$ cat src/rtl/mem_refill_arbiter.sv
// Backing-memory port arbiter between the instruction refill requester and
// the data cache. Each grant runs a fixed LINE_WORDS-beat burst; the data
// side wins ties until its streak limit, after which the instruction side
// is served.
module mem_refill_arbiter #(
  parameter int unsigned LINE_WORDS   = 4,
  parameter int unsigned MAX_D_STREAK = 2
) (
  input  logic                          clk,
  input  logic                          rst,
  input  logic                          i_req,
  input  logic [31:0]                   i_addr,
  output logic                          i_rvalid,
  output logic [31:0]                   i_rdata,
  output logic                          i_done,
  input  logic                          d_req,
  input  logic                          d_we,
  input  logic [31:0]                   d_addr,
  input  logic [31:0]                   d_wdata,
  output logic [$clog2(LINE_WORDS)-1:0] d_beat,
  output logic                          d_rvalid,
  output logic [31:0]                   d_rdata,
  output logic                          d_done,
  output logic                          mem_req,
  output logic                          mem_we,
  output logic [31:0]                   mem_addr,
  output logic [31:0]                   mem_wdata,
  input  logic [31:0]                   mem_rdata,
  input  logic                          mem_ack,
  output logic                          busy,
  output logic                          owner
);

  localparam int unsigned BW = $clog2(LINE_WORDS);
  localparam int unsigned SW = $clog2(MAX_D_STREAK + 1);

  typedef enum logic [1:0] {IDLE, BUSY, DONE} state_t;

  state_t        state;
  logic [BW-1:0] beat;
  logic [SW-1:0] streak;
  logic          grant_d;
  logic          last_beat;

  // Word-offset bits of the request addresses are ignored by design.
  logic unused_addr_bits;
  assign unused_addr_bits = ^{i_addr[BW+1:0], d_addr[BW+1:0]};

  // Data side wins unless it has already taken MAX_D_STREAK grants over a waiting i_req.
  assign grant_d   = d_req && (!i_req || (streak < SW'(MAX_D_STREAK)));
  assign last_beat = (beat == BW'(LINE_WORDS - 1));

  // Write data passes straight through from the data cache during write beats.
  assign mem_wdata = (mem_req && mem_we) ? d_wdata : 32'h0;

  // Arbitration, burst sequencing and registered output generation.
  always_ff @(posedge clk or posedge rst) begin
    if (rst) begin
      state    <= IDLE;
      beat     <= '0;
      streak   <= '0;
      owner    <= 1'b0;
      busy     <= 1'b0;
      mem_req  <= 1'b0;
      mem_we   <= 1'b0;
      mem_addr <= 32'h0;
      d_beat   <= '0;
      i_rvalid <= 1'b0;
      d_rvalid <= 1'b0;
      i_rdata  <= 32'h0;
      d_rdata  <= 32'h0;
      i_done   <= 1'b0;
      d_done   <= 1'b0;
    end else begin
      i_rvalid <= 1'b0;
      d_rvalid <= 1'b0;
      i_done   <= 1'b0;
      d_done   <= 1'b0;
      case (state)
        IDLE: begin
          if (d_req || i_req) begin
            state   <= BUSY;
            busy    <= 1'b1;
            mem_req <= 1'b1;
            beat    <= '0;
            d_beat  <= '0;
            if (grant_d) begin
              owner    <= 1'b1;
              mem_we   <= d_we;
              mem_addr <= {d_addr[31:BW+2], BW'(0), 2'b00};
              if (i_req && (streak < SW'(MAX_D_STREAK)))
                streak <= streak + SW'(1);
            end else begin
              owner    <= 1'b0;
              mem_we   <= 1'b0;
              mem_addr <= {i_addr[31:BW+2], BW'(0), 2'b00};
              streak   <= '0;
            end
          end
        end
        BUSY: begin
          if (mem_ack) begin
            if (!mem_we) begin
              i_rvalid <= !owner;
              d_rvalid <= owner;
              if (owner) d_rdata <= mem_rdata;
              else       i_rdata <= mem_rdata;
            end
            if (last_beat) begin
              state   <= DONE;
              mem_req <= 1'b0;
              mem_we  <= 1'b0;
              beat    <= '0;
              d_beat  <= '0;
              i_done  <= !owner;
              d_done  <= owner;
            end else begin
              beat     <= beat + BW'(1);
              d_beat   <= owner ? (beat + BW'(1)) : BW'(0);
              mem_addr <= {mem_addr[31:BW+2], beat + BW'(1), 2'b00};
            end
          end
        end
        DONE: begin
          state <= IDLE;
          busy  <= 1'b0;
        end
        default: begin
          state <= IDLE;
          busy  <= 1'b0;
        end
      endcase
    end
  end

endmodule
$ cat config.mk
export PLATFORM = sky130hd
export DESIGN_NAME = mem_refill_arbiter
export DESIGN_NICKNAME = d
export VERILOG_FILES = /design/src/rtl/mem_refill_arbiter.sv
export SDC_FILE = /design/constraint.sdc
export NUM_CORES = 1
export LEC_CHECK = 0
export ABC_AREA = 0
export CAP_MARGIN = 20
export CORE_MARGIN = 2
export CORE_UTILIZATION = 39
export DETAILED_ROUTE_END_ITERATION = 16
export GPL_ROUTABILITY_DRIVEN = 0
export HOLD_SLACK_MARGIN = 0.08
export PLACE_DENSITY = 0.92
export REMOVE_ABC_BUFFERS = 1
export SYNTH_ARGS = -nofsm -noshare
export SYNTH_HDL_FRONTEND = slang
export SYNTH_SLANG_ARGS = --single-unit
export TNS_END_PERCENT = 1
$ cat constraint.sdc
create_clock -name clk -period 4.2 [get_ports clk]
set_input_delay 0.42 -clock clk [delete_from_list [all_inputs] [get_ports clk]]
set_output_delay 0.42 -clock clk [all_outputs]
set_load 0.01 [all_outputs]
After elaboration in Yosys (flattened, before gate mapping):

Cells that the tools add are included.

* add/sub/neg operators: 2
* magnitude comparators: 1
* equal/unequal tests: 7
* multiplexer cells: 41
* bitwise gates (word level): 3
* reductions and logical operators: 19

Operator list (count)
* 32-bit two-way mux: 3
* 32-bit one-hot mux with 2 select lines: 1
* 2-bit two-way mux: 11
* 1-bit two-way mux: 18
* 4-bit AND reduction: 4
* 2-bit one-hot mux with 2 select lines: 3
* 3-bit AND reduction: 4
* 4-bit two-way mux: 2
* 2-bit inequality test, second input constant: 4
* 1-bit one-hot mux with 2 select lines: 3
* 2-bit by 1-bit adder with 2-bit output, second input constant: 2
* 2-bit AND reduction: 2
* 1-bit logical AND: 3
* 1-bit NOT: 3
* 2-bit by 1-bit == test with 1-bit output, second input constant: 1
* 2-bit == test, second input constant: 1
* 1-bit zero test: 2
* 2-bit zero test: 1
* 1-bit logical OR: 2
* 2-bit less-than comparator, second input constant: 1
* 2-bit by 1-bit inequality test with 1-bit output, second input constant: 1
* 2-bit nonzero test: 1

* register bits: 112
* bits of input ports: 134
* output and inout bits: 138
* word-level logic and storage cells: 89

Depth between registers and ports, before layout:

* depth in word-level cells: 6
* depth in mapped cells: 6
* mapped depth without buffers: 4

Worst setup path before layout:

Ideal clock, no wire load.

* kind: reg2reg
* start point: register mem_we
* end point: register d_rdata[0]
* library setup time: 125 ps
* arrival time: 1567 ps
* required time: 4075 ps
* setup slack: 2507 ps
* stages on the path, launching flop included: 5
* path buffers: 2
* period minus slack after synthesis: 1693 ps
* cell sequence: dfrtp_1 > or4b_1 > buf_6 > buf_12 > mux2_4

* longest elaborated chain between the ends: 2

Ends and longest elaborated chain
* start, declared: RTL line 25 `output logic mem_we,`
* start signal, assigned: RTL line 89 `mem_we <= d_we;`
* 1-bit NOT (no line)
* 4-bit AND reduction (no line)
* end signal, assigned: RTL line 106 `if (owner) d_rdata <= mem_rdata;`
* end, declared: RTL line 22 `output logic [31:0] d_rdata,`

Every way passes these cells.
A chain may end at the register's enable or synchronous reset.

Final worst setup path:

* start point: input i_req
* end point: register owner

* longest elaborated chain between the ends: 4
* elaborated cells on any way between the ends: 6
* classes of those cells: 1 x mux; 5 x reduce/logical

Ends and longest elaborated chain
* start, declared: RTL line 11 `input logic i_req,`
* 1-bit zero test: RTL line 50 `assign grant_d = d_req && (!i_req || (streak < SW'(MAX_D_STREAK)));`
* 1-bit logical OR: RTL line 50
* 1-bit logical AND: RTL line 50
* 1-bit two-way mux: RTL line 87 `if (grant_d) begin`
* end signal, assigned: RTL line 62 `owner <= 1'b0;`
* end signal, assigned: RTL line 88 `owner <= 1'b1;`
* end signal, assigned: RTL line 94 `owner <= 1'b0;`
* end, declared: RTL line 31 `output logic owner`

Several ways; a longest one is shown, not always the timed one.

==> impl_results.rst <==
.. list-table::
   :header-rows: 1

   * - Metric
     - Value
   * - Leakage power total
     - roughly 0.0034 uW
   * - Number of buffers inserted for hold repair after clock tree synthesis
     - 0
   * - Core area
     - around 12000 sq um
   * - Result of the run
     - finished clean
   * - IR drop worst, VDD
     - approximately 0.31 mV
   * - Vertical die dimension
     - approximately 120 microns
   * - Critical Path Fanout Max
     - 32
   * - Via density per instance
     - a little over 5
   * - Max Clk Rate
     - 0.395 GHz
   * - Distinct cell type count of the synthesized netlist
     - 35
   * - Final critical-path share of the clock period
     - 0.604
   * - Fill cell total of the finished layout
     - between 900 and 1000
   * - Endpoint of the most critical register-to-register path
     - owner
   * - Number of synthesized flops with an enable pin
     - 0
   * - Worst-case hold slack
     - just under 0.5 ns
   * - Type of the worst setup path
     - in2reg
   * - Total number of yosys warnings
     - 0
   * - Number of input and output port buffers inserted
     - 261
   * - CTS Root Cell
     - clkbuf_16
   * - Sink of the worst hold path
     - mem_addr[2]
   * - Startpoint types
     - input pin
   * - Worst-case reg-to-reg path depth
     - 4
   * - Worst clock skew on the final layout
     - 0.0136 ns
   * - Sequential fraction of the synthesis area
     - 0.572
   * - RSZ-0062 raised after global routing
     - no
   * - Number of stages on the worst hold path
     - 1
   * - Critical path required time
     - roughly 4.4 ns
   * - Antenna violations before repair
     - 0
   * - Worst Max-Slew Pin Slew
     - approximately 0.91 ns
   * - Synth area leader
     - dfrtp_1
   * - Clock Sink Count
     - 110
   * - Reg2reg setup slack
     - roughly 1.9 ns
   * - Hold Fails Final Rpt
     - 0
   * - IO Count
     - 272
   * - Die ar.
     - ~13000 sq um
   * - Post-Place Worst Slack
     - 1.31 ns
   * - Accumulated negative setup slack
     - 0 ns
   * - Total CTS buffers
     - 9
   * - Largest net degree at the start of global routing
     - 62
   * - Type of destination of the critical path
     - register
   * - Maximum capacitance violations
     - 0
   * - Reg-to-Reg Start
     - state[1]
   * - Buffer levels on the longest clock path
     - 2
   * - Row count
     - 40
   * - Post-route worst setup slack
     - 1.67 ns
   * - Share of synthesized flip-flops with an asynchronous set or reset
     - 1.00
   * - Cells taking the most area after synthesis
     - dfrtp_1 57%, mux2_4 9.0%, mux2_2 8.4%, nand2_1 4.8%, and3_1 4.4%
   * - Postcts setup bufs
     - 0
   * - Detailed placement HPWL
     - around 10000 microns
   * - Fin. max-slew vios
     - 0
   * - Number of instances in the synthesized netlist
     - a little under 400
   * - Post-cts sizing count
     - 0
   * - Number of remaining DRC errors
     - 0
   * - Tot GR Track Use
     - 0.209
   * - Most common cell in the netlist
     - dfrtp_1
   * - Post-CTS clock slew at the launch and capture registers of the worst setup and hold paths
     - 0.07 ns
   * - Number of synthesized register bits
     - 110
   * - Setup violations, final
     - 0
   * - Starting DRC count in detailed routing
     - approximately 200
   * - Most frequent cells after synthesis
     - 110 x dfrtp_1, 61 x nand2_1, 36 x mux2_2
   * - Die width
     - approximately 120 microns
   * - Vias after detailed routing
     - around 4100
   * - Area of combinational cells with multiple inputs
     - approximately 1900 sq um
   * - Slew margin rel.
     - 0.396
   * - Worst min path class
     - reg2reg
   * - Power per standard cell area
     - 704 nW/um^2
   * - Detailed Routing Iterations Pass 1
     - 5
   * - Primary flip-flop cell chosen by synthesis mapping
     - dfrtp_1
   * - Min Clock Period, post-route
     - approximately 2.5 ns
   * - Number of antenna-violating nets in the routed design
     - 0
   * - Final-stage net count
     - between 700 and 800
   * - Syn avg cell area
     - ~12 sq um
   * - Level count of the clock H-tree
     - 3
   * - Hold wc startpoint
     - mem_addr[2]
   * - Skew-Pair Late Insertion Delay
     - 0.35 ns
   * - TritonCTS clock tree
     - built
   * - First-pass GRT wire length
     - 21700 microns
   * - Antenna diode count
     - 0
   * - Starting utilization of the core area
     - 0.401
   * - Syn-to-layout area delta
     - 62.0%
   * - Area occupied by registers
     - 2750 sq um
   * - Synthesized cell area
     - a little under 5000 sq um
   * - Total grt overflow
     - 0
   * - Layout cell share with drive strength beyond 1
     - 0.151
   * - Total routed wirelength
     - 13900 microns
   * - Critical path data arrival time
     - around 2.8 ns
   * - Average wire per cell in the routed design
     - between 15 and 20 microns
   * - Area fraction of the dominant cell type after synthesis
     - 0.572
   * - Number of global-route vias before repair
     - roughly 4300
   * - Finished Layout Cells
     - around 800
   * - DP Cell Count
     - 780
[area by class of cell]
class / count / share of cell area
tap: 147 / 0.0236
clock inverter: 6 / 0.00738
timing repair buffer: 268 / 0.343
multi-input combinational: 251 / 0.240
clock buffer: 10 / 0.0307
sequential: 110 / 0.353
inverter: 4 / 0.00225
[how the worst max path moves through the flow]
stage | slack [ns] | cells after the start | endpoint | start
floorplan | 0.88 | 1 | beat[0] | rst
global placement | 1.39 | 4 | owner | i_req
detailed placement | 1.31 | 4 | owner | i_req
CTS | 1.69 | 2 | mem_wdata[0] | mem_we
global route | 1.55 | 4 | owner | i_req
finish | 1.67 | 4 | owner | i_req
[worst max-delay path, cell delays in order]
cell and delay [ns]:
clkdlybuf4s50_1 0.55, or2_2 0.56, and2_1 0.82, mux2_2 0.41
[cells in the final DEF, fill, tap and decap left out, types with 2 or more instances in the layout]
cell	count
clkbuf_16	9
a22o_1	2
a21o_1	4
dfrtp_1	110
mux2_4	29
conb_1	2
and3_1	34
and2_1	3
buf_4	6
clkdlybuf4s50_1	261
o21ai_0	2
inv_1	3
nand2_1	61
a21oi_1	30
mux2_2	36
ha_1	2
a31oi_1	28
clkinv_4	2
a32o_1	2
[cells by family (layout without fill, tap and decap cells)]
family                   after synthesis  count (layout)  share of synthesized area
buffers and inverters                 36             288                     0.0426
AO/OA/AOI/OAI                         71              71                     0.0892
adder cells (fa/ha/maj)                2               2                    0.00520
flip-flops                           110             110                      0.572
AND/OR/NAND/NOR                      111             111                      0.115
other                                  1               2                   0.000779
multiplexers                          65              65                      0.175
[power by group]
part / internal (uW) / total [uW] / switching (uW)
Combinational: 1660 / 2720 / 1060
Sequential: 1580 / 1940 / 361
Clock: 429 / 828 / 399
Total: 3670 / 5490 / 1820
[stage by stage]
step                instance area [sq um]  utilization  total power, uW
detailed placement                   7500        0.624             4690
global route                         7800        0.649             5800
CTS                                  7800        0.649             5550
floorplan                            4630            -             3130
global placement                     7480        0.623             4570
finish                               7800        0.649             5490
[registers in the layout (all words and copies together) (netlist names), 2 cells and up]
register  cells
beat          2
mem_addr     30
streak        2
i_rdata      32
d_beat        2
state         2
d_rdata      32
[routing by layer]
| layer | track usage | wire (microns) | part of all wire |
|---|---|---|---|
| met5 | 0 | 0 | 0 |
| met4 | 0.0908 | 351 | 0.025 |
| met3 | 0.0438 | 820 | 0.059 |
| met2 | 0.374 | 7350 | 0.53 |
| met1 | 0.241 | 5340 | 0.39 |
Note: power is estimated with default switching activity, not from simulation.
